File: src/rtl/vga_timing_monitor.sv
// VGA timing monitor: locks onto an hsync/vsync/video stream, recovers the pixel
// position and flags line, sync-width, frame and video-window violations.
module vga_timing_monitor #(
   parameter int unsigned hDisp  = 640,
   parameter int unsigned hFp    = 16,
   parameter int unsigned hPulse = 96,
   parameter int unsigned hBp    = 48,
   parameter int unsigned vDisp  = 480,
   parameter int unsigned vFp    = 10,
   parameter int unsigned vPulse = 2,
   parameter int unsigned vBp    = 33,
   parameter int unsigned CW     = 10
) (
   input  logic          i_clk,
   input  logic          i_rst,
   input  logic          i_hsync,
   input  logic          i_vsync,
   input  logic          i_video,
   input  logic          i_clr_err,
   output logic [CW-1:0] o_x_counter,
   output logic [CW-1:0] o_y_counter,
   output logic          o_locked,
   output logic          o_frame_start,
   output logic [3:0]    o_err
);

   localparam int unsigned hTOT = hDisp + hFp + hPulse + hBp;
   localparam int unsigned vTOT = vDisp + vFp + vPulse + vBp;
   localparam int unsigned hSS  = hDisp + hFp;
   localparam int unsigned hSE  = hSS + hPulse;
   localparam int unsigned vSS  = vDisp + vFp;
   localparam int unsigned vSE  = vSS + vPulse;

   typedef enum logic [1:0] {IDLE, MEAS, WAIT_V, LOCKED} state_t;

   state_t        state;
   logic          s_hsync, s_vsync, s_video;
   logic          d_hsync, d_vsync;
   logic [CW-1:0] x, y, cnt;
   logic [CW-1:0] x_inc, y_inc;
   logic          x_wrap;
   logic          h_fall, h_rise, v_fall, v_rise;
   logic          h_bad, vf_bad;
   logic          vid_exp;
   logic [3:0]    err_set;

   // Edge detection on the sampled/delayed sync pair
   assign h_fall = ~s_hsync &  d_hsync;
   assign h_rise =  s_hsync & ~d_hsync;
   assign v_fall = ~s_vsync &  d_vsync;
   assign v_rise =  s_vsync & ~d_vsync;

   // Free-running position advance for the next sample
   assign x_wrap = (x == CW'(hTOT - 1));
   assign x_inc  = x_wrap ? '0 : x + CW'(1);
   assign y_inc  = x_wrap ? ((y == CW'(vTOT - 1)) ? '0 : y + CW'(1)) : y;

   // Violations of the current sample against the recovered position, only while locked
   always_comb begin
      err_set = '0;
      h_bad   = 1'b0;
      vf_bad  = 1'b0;
      vid_exp = (x < CW'(hDisp)) && (y < CW'(vDisp));
      if (state == LOCKED) begin
         h_bad      = h_fall && (x != CW'(hSS));
         vf_bad     = v_fall && ((x != '0) || (y != CW'(vSS)));
         err_set[0] = h_bad;
         err_set[1] = h_rise && (x != CW'(hSE));
         err_set[2] = vf_bad || (v_rise && ((x != '0) || (y != CW'(vSE))));
         err_set[3] = (s_video != vid_exp);
      end
   end

   // Input pipeline, lock FSM, position tracking and registered outputs
   always_ff @(posedge i_clk or posedge i_rst) begin
      if (i_rst) begin
         s_hsync       <= 1'b1;
         s_vsync       <= 1'b1;
         s_video       <= 1'b1;
         d_hsync       <= 1'b1;
         d_vsync       <= 1'b1;
         state         <= IDLE;
         x             <= '0;
         y             <= '0;
         cnt           <= '0;
         o_x_counter   <= '0;
         o_y_counter   <= '0;
         o_locked      <= 1'b0;
         o_frame_start <= 1'b0;
         o_err         <= '0;
      end else begin
         s_hsync <= i_hsync;
         s_vsync <= i_vsync;
         s_video <= i_video;
         d_hsync <= s_hsync;
         d_vsync <= s_vsync;
         x       <= x_inc;
         y       <= y_inc;
         cnt     <= (cnt == '1) ? cnt : cnt + CW'(1);

         // A fall marks the current sample as column hSS, so the next one is hSS+1
         case (state)
            IDLE: begin
               if (h_fall) begin
                  x     <= CW'(hSS + 1);
                  cnt   <= CW'(1);
                  state <= MEAS;
               end
            end
            MEAS: begin
               if (h_fall) begin
                  x   <= CW'(hSS + 1);
                  cnt <= CW'(1);
                  if (cnt == CW'(hTOT))
                     state <= WAIT_V;
               end
            end
            WAIT_V: begin
               if (h_fall && (x != CW'(hSS))) begin
                  state <= IDLE;
               end else if (v_fall) begin
                  if (x == '0) begin
                     y     <= CW'(vSS);
                     state <= LOCKED;
                  end else begin
                     state <= IDLE;
                  end
               end
            end
            LOCKED: begin
               if (h_bad || vf_bad)
                  state <= IDLE;
            end
            default: state <= IDLE;
         endcase

         o_locked      <= (state == LOCKED);
         o_x_counter   <= (state == LOCKED) ? x : '0;
         o_y_counter   <= (state == LOCKED) ? y : '0;
         o_frame_start <= (state == LOCKED) && (x == '0) && (y == '0);
         o_err         <= (i_clr_err ? 4'b0000 : o_err) | err_set;
      end
   end

endmodule

File: config.mk
export PLATFORM = sky130hd
export DESIGN_NAME = vga_timing_monitor
export DESIGN_NICKNAME = d
export VERILOG_FILES = /design/src/rtl/vga_timing_monitor.sv
export SDC_FILE = /design/constraint.sdc
export NUM_CORES = 1
export LEC_CHECK = 0
export ABC_CLOCK_PERIOD_IN_PS = 2200
export CORE_UTILIZATION = 62
export DETAILED_ROUTE_END_ITERATION = 8
export DONT_BUFFER_PORTS = 1
export PLACE_DENSITY_LB_ADDON = 0.08
export SLEW_MARGIN = 20
export SYNTH_ARGS = -nofsm -noshare
export SYNTH_HDL_FRONTEND = slang
export SYNTH_SLANG_ARGS = --single-unit
File: constraint.sdc
create_clock -name i_clk -period 2.2 [get_ports i_clk]
set_input_delay 0.44 -clock i_clk [delete_from_list [all_inputs] [get_ports i_clk]]
set_output_delay 0.44 -clock i_clk [all_outputs]
set_load 0.01 [all_outputs]
==> qor.csv, run 1 <==
stage;metric;value;unit
run_status;status;finished, final reports clean;
die;coreArea;0.004414;sq mm
synthesis;post_synthesis_sequential_area_ratio;54.57;%
synthesis;yosys.area_share.simple;24.59;%
place;weighted_congestion_at_the_end_of_routability_driven_global_placement;0.8776;
worst_setup_path;r2r_setup_slack;0.20;ns
worst_hold_path;timing.hold.worst.class;input port to asynchronous set/reset pin;
synthesis;flip_flop_and_latch_count_after_synthesis;63;
global_route;grt_first_pass_wirelength;9232;um
synthesis;ys_top_cells_by_count;dfrtp_1, nor2_1, nand2_1;
timing;setup_violations;0;
synthesis;largest_family_of_logic_cells_by_synthesized_area;simple AND/OR/NAND/NOR gates;
synthesis;netlist.top_cell.by_area;dfrtp_1;
pwr;power.leakage;1.494;nW
timing;hold_viol;0;
timing;tightestPinTransition;0.5831;ns
synthesis;muxShareOfSynthArea;0.6903;%
timing;timing.fmax;0.5004;GHz
worst_setup_path;crit_required;2.40;ns
synthesis;synth_edf_count;0;
synthesis;synth-compound-area-share;8.067;%
global_route;gr-usage-all-layers;24.35;%
worst_setup_path;crit_path_end_kind;flip-flop;
cts;cts_made_buffers;9;
timing;final_slew_violations;0;
worst_setup_path;rr_endpoint;state[0];
worst_setup_path;crit_type;flip-flop to flip-flop;
global_route;largest_net_degree_at_the_start_of_global_routing;42;
timing;setup_ws;0.2015;ns
die;initial_utilization;65.70;%
synthesis;area_of_the_mapped_netlist;0.002900;sq mm
timing;rsz0062_at_grt;no;
synthesis;synth_flop_cell;dfrtp_1;
final_layout;layout.nets;302;
die;num_io_pins;32;
cts;cts_tree;done;
synthesis;synth.area.top_cells;dfrtp_1, dfstp_2, nor2_1;
drt;drt-wirelength-per-cell;15.93;um
synthesis;syn-mean-instance-area;10.21;sq um
cts;clock_insertion_delay_worst_skew;0.33;ns
drt;via_count;2069;
worst_setup_path;critPathLaunchType;flip-flop;
cts;clock_tree.htree_level_count;3;
cts;clkTransAtPathRegs;0.07;ns
synthesis;count_of_yosys_warnings_during_synthesis;0;
final_layout;antenna-diode-count;0;
synthesis;mappedNetlistNets;297;
place;detailedPlace.worstSlack;0.2195;ns
die;floorplan.die.height;70.40;um
drt;final_antenna_net_count;0;
worst_setup_path;arrival;2.20;ns
place;detailedPlacementHpwl;3887;um
timing;final.period_utilization;90.84;%
cts;clkSinkCount;63;
cts;post_cts.resized_instances;0;
pwr;power_density;960.4;mW/mm^2
worst_setup_path;regToRegStartpoint;x[0];
timing;final.setup_skew;0.008210;ns
cts;cts_hold_repair.buffers;0;
run;drv.max_cap_violation_count;0;
synthesis;post_synth_inst_count;284;
cts;clock-root-buffer;clkbuf_8;
synthesis;synth_xor_xnor_area_share;5.134;%
drt;route.detailed.vias_per_inst;5.997;
worst_setup_path;critical_path.max_fanout;5;
synthesis;synth_cell_types;46;
pwr;ir_worst_vdd;0.8256;mV
drt;detail_route.wirelength;5496;um
place;numPortBuffers;0;
synthesis;netlist.area_leader.share;50.04;%
synthesis;post_synth_fa_ha_maj_area_fraction;3.020;%
timing;setup_total_negative_slack;0;ns
synthesis;synthArstFlopShare;100.0;%
cts;buffer_levels_on_the_longest_clock_path;2;
drt;drtPass1Iterations;4;
timing;finalCriticalPeriod;1.998;ns
drt;drt_iter0_drc;158;
timing;worst_slew_margin_rel;60.77;%
die;die_x;70.40;um
global_route;grt_overflow_total;0;
final_layout;area.growth.synth_to_final;8.758;%
global_route;grt_antenna_before_repair;0;
worst_setup_path;worst_r2r_path_depth;7;
die;fp-row-count;24;
cts;cts.repair_timing.setup_buffer_count;0;
drt;route.detailed.drc;0;
final_layout;drive_above_1_share;11.60;%
die;dieArea;0.004955;sq mm
global_route;via_count_of_the_first_global_routing_pass;1934;
synthesis;synth_most_common_cell;dfrtp_1;
-- registers in the layout, summed over array words and instances, names as in the netlist --
name,cells
cnt,10
o_x_counter,10
o_y_counter,10
x,10
y,10
o_err,4
state,2
d_hsync,1
d_vsync,1
o_frame_start,1
o_locked,1
s_hsync,1
s_video,1
s_vsync,1
-- layout make-up --
type | count | area, sq um
Clock buffer | 10 | 127.6
Tap cell | 52 | 65.06
Clock inverter | 5 | 50.05
Fill cell | 326 | 1260
Multi-Input combinational cell | 192 | 1204
Timing Repair Buffer | 7 | 65.06
Inverter | 16 | 60.06
Sequential cell | 63 | 1583
-- cell families (layout without fill, tap and decap cells) --
| family | count (synthesis) | count (layout) |
|---|---|---|
| flip-flops | 63 | 63 |
| buffers and inverters | 29 | 38 |
| AO/OA/AOI/OAI | 35 | 35 |
| AND/OR/NAND/NOR | 131 | 131 |
| XOR/XNOR | 17 | 17 |
| multiplexers | 2 | 2 |
| adder cells (fa/ha/maj) | 7 | 7 |
-- placed cells by master, fill, tap and decap left out, types with 2 or more instances in the layout --
cell type   n
dfrtp_1    58
nor2_1     29
nand2_1    21
nand3_1    17
and3_1     17
inv_1      15
xor2_1     10
o21ai_0     9
nor3_1      9
clkbuf_8    9
xnor2_1     7
a21oi_1     7
ha_1        7
nand4_1     6
buf_4       6
dfstp_2     5
nor2b_1     4
nor4_1      4
o22ai_1     4
or4_1       4
clkinv_2    4
nand3b_1    3
a31oi_1     3
and4_1      3
o22a_1      2
and2_1      2
nand2b_1    2
mux2i_1     2
or3_1       2
o211ai_1    2
-- critical path, cell delays in order (launching register included) --
cell and delay, ns:
dfrtp_1 0.41, inv_1 0.09, ha_1 0.16, nor4b_2 0.34, nand3_1 0.23, o41ai_2 0.36
o22a_1 0.21, o22ai_1 0.07
-- how the worst max path moves through the flow --
stage                           to  startpoint  slack (ns)
after CTS                 state[0]        x[0]        0.20
after floorplan             cnt[0]       i_rst        0.20
after detailed placement  state[0]        x[0]        0.22
after global placement    state[0]        x[0]        0.24
after global routing      state[0]        x[0]       0.001
final                     state[0]        x[0]        0.20
-- metrics by stage --
step                      util (%)  cells  cell area [sq um]  power, mW  hold WS, ns
after floorplan                  -    284               2900      1.969       0.3555
after global placement       67.43    330               2977      2.112       0.3601
after detailed placement     67.43    330               2977      2.132       0.3606
after CTS                    71.46    345               3154      3.047      0.01037
after global routing         71.46    345               3154      3.202      0.04202
final                        71.46    345               3154      3.029     0.006237
-- layer usage --
metal	global-route usage [%]	wire length (um)	up-vias
li1	-	-	1003
met1	35.57	2690	990
met2	34.60	2448	68
met3	6.061	302	8
met4	10.22	55	0
met5	0	0	-
-- power by group --
group	switching [mW]	total [mW]	internal (mW)
Combinational	0.281	0.515	0.234
Sequential	0.279	1.60	1.32
Clock	0.405	0.913	0.509
Total	0.965	3.03	2.06
(Power assumes the default switching activity.)
==> run 2: changes to the inputs <==
- PLACE_DENSITY: default -> 0.78
- PLACE_DENSITY_LB_ADDON: 0.08 -> default
==> run 2 against run 1 <==
Effect of this change:
- critical path depth decreased by 1
- clock-buffer cell count stayed put
- maximum frequency is 3.1% higher
- global-route usage grew 0.80 points
- total power grew 2.9%
==> qor.csv, run 2 (synthesis gave the netlist of run 1 again) <==
stage;metric;value;unit;change
global_route;via_count_of_the_first_global_routing_pass;2036;;+5.3%
drt;drt_iter0_drc;134;;-15%
timing;finalCriticalPeriod;1.939;ns;-0.05970 ns
die;fp-row-count;24;;unchanged
worst_setup_path;crit_type;flip-flop to flip-flop;;
final_layout;mostFrequentLayoutCell;dfrtp_1;;
place;weighted_congestion_at_the_end_of_routability_driven_global_placement;0.8732;;-0.50%
cts;clkTransAtPathRegs;0.07;ns;about the same
cts;cts.repair_timing.setup_buffer_count;0;;unchanged
global_route;grt_first_pass_wirelength;9515;um;+3.1%
worst_setup_path;crit_path_end_kind;flip-flop;;
cts;cts_hold_repair.buffers;0;;unchanged
cts;clock_tree.htree_level_count;3;;unchanged
drt;route.detailed.vias_per_inst;6.104;;+1.8%
final_layout;drive_above_1_share;11.95;%;+0.34 points
final_layout;postLayoutCellArea;0.003176;sq mm;+0.67%
cts;clkSinkCount;63;;unchanged
timing;final_slew_violations;0;;unchanged
final_layout;mostFrequentLayoutCells;dfrtp_1, nor2_1, nand2_1, nand3_1, and3_1;;
worst_setup_path;arrival;2.16;ns;-0.04 ns
timing;setup_violations;0;;unchanged
die;initial_utilization;65.70;%;unchanged
die;die_x;70.40;um;unchanged
timing;rsz0062_at_grt;no;;
cts;clock_insertion_delay_worst_skew;0.33;ns;about the same
timing;setup_total_negative_slack;0;ns;unchanged
run;drv.max_cap_violation_count;0;;unchanged
pwr;cell_internal_pwr;2.114;mW;+2.4%
place;detailedPlacementHpwl;3887;um;unchanged
timing;timing.fmax;0.5158;GHz;+3.1%
final_layout;area.growth.synth_to_final;9.491;%;
worst_setup_path;critPathLaunchType;flip-flop;;
global_route;largest_net_degree_at_the_start_of_global_routing;40;;-4.8%
worst_setup_path;critical_path.max_fanout;9;;+4
cts;cts_tree;done;;
pwr;power_density;981.7;mW/mm^2;+2.2%
place;numPortBuffers;0;;unchanged
timing;hold_viol;0;;unchanged
drt;route.detailed.drc;0;;unchanged
worst_setup_path;regToRegStartpoint;cnt[0];;
pwr;power.share.sequential;51.6;%;-1.3 points
pwr;swShare;32.20;%;+0.36 points
drt;detail_route.wirelength;5519;um;+0.42%
run_status;status;finished, final reports clean;;
drt;via_count;2106;;+1.8%
pwr;p_comb_share;17.0;%;about the same
drt;drtPass1Iterations;4;;unchanged
pwr;ir_worst_vdd;0.6691;mV;-19%
final_layout;layout.filler_cells;331;;+1.5%
pwr;power.leakage;1.495;nW;about the same
drt;drt-wirelength-per-cell;16.00;um;+0.42%
worst_setup_path;worst_r2r_path_depth;6;;-1
timing;worst_slew_margin_rel;60.38;%;-0.39 points
die;dieArea;0.004955;sq mm;unchanged
timing;final.setup_skew;0.004224;ns;-0.003986 ns
cts;cts_made_buffers;9;;unchanged
timing;tightestPinTransition;0.5889;ns;+0.005800 ns
die;floorplan.die.height;70.40;um;unchanged
pwr;power.clock.fraction;31.4;%;+1.3 points
die;coreArea;0.004414;sq mm;unchanged
worst_setup_path;cp-endpoint;cnt[5];;
global_route;gr-usage-all-layers;25.16;%;+0.80 points
worst_setup_path;critPathLaunch;cnt[0];;
drt;final_antenna_net_count;0;;unchanged
final_layout;antenna-diode-count;0;;unchanged
global_route;grt_antenna_before_repair;0;;unchanged
global_route;grt_overflow_total;0;;unchanged
cts;post_cts.resized_instances;0;;unchanged
timing;final.period_utilization;88.13;%;-2.7 points
cts;clock-root-buffer;clkbuf_8;;
final_layout;layout.nets;301;;-0.33%
die;num_io_pins;32;;unchanged
place;placedInstanceArea;0.002969;sq mm;-0.25%
cts;buffer_levels_on_the_longest_clock_path;2;;unchanged
worst_setup_path;r2r_setup_slack;0.26;ns;+0.06 ns
worst_setup_path;crit_required;2.42;ns;+0.02 ns
worst_hold_path;timing.hold.worst.class;input port to asynchronous set/reset pin;;
pwr;p_switching;1.004;mW;+4.1%
worst_setup_path;rr_endpoint;cnt[5];;
pwr;p_total;3.117;mW;+2.9%
==> run 2: cell count changes in the layout (fill, tap and decap cells not counted), sizes merged <==
cell | before | now
clkinvlp | 0 | 2
buf | 7 | 6
clkinv | 4 | 3
==> run 2: critical path, cell delays in order (launching register included) <==
cell     delay, ns
dfrtp_1       0.42
ha_1          0.26
nand2_1       0.07
or4_1         0.69
nor2b_1       0.21
xnor2_1       0.13
nor2_1        0.05
==> run 2: layout make-up <==
type / count / area, sq um / share of cell area [%]
inverters: 16 / 60.06 / 1.891
flip-flops and latches: 63 / 1583 / 49.84
clock buffers: 10 / 137.6 / 4.334
well taps: 52 / 65.06 / 2.049
repair buffers: 6 / 57.56 / 1.812
clock inverters: 6 / 60.06 / 1.891
multi-input cells: 192 / 1212 / 38.18
==> run 2: how the worst min path moves through the flow <==
stage | start | to | slack, ns | cells after the start
5_1_grt | i_rst | x[1] | 0.06 | 1
3_3_place_gp | s_hsync | d_hsync | 0.36 | 0
4_1_cts | i_rst | o_locked | 0.03 | 1
2_1_floorplan | s_hsync | d_hsync | 0.36 | 0
6_report | i_rst | o_locked | 0.03 | 1
3_5_place_dp | s_hsync | d_hsync | 0.37 | 0
==> run 2: power by group through the flow <==
| stage | Clock (mW) | Combinational (mW) | Sequential (mW) |
|---|---|---|---|
| global route | 1.05 | 0.613 | 1.65 |
| CTS | 1.00 | 0.527 | 1.60 |
| global placement | 0 | 0.507 | 1.61 |
| floorplan | 0 | 0.484 | 1.48 |
| finish | 0.979 | 0.531 | 1.61 |
| detailed placement | 0 | 0.524 | 1.62 |
==> run 2: metrics by stage <==
stage	hold slack (ns)	std cells	utilization, %	worst slack [ns]
after floorplan	0.3555	284	-	0.1985
after global placement	0.3628	329	67.26	0.2385
after detailed placement	0.3657	329	67.26	0.2126
after CTS	0.02839	345	71.74	0.1892
after global routing	0.05736	345	71.94	0.1117
final	0.02542	345	71.94	0.2612
==> run 2: metal layers <==
layer	track usage, %	wire length, um	vias to the layer above
met5	0	0	-
met1	34.82	2590	1011
met3	5.772	314	9
li1	-	-	1001
met4	11.33	88	0
met2	37.78	2526	85
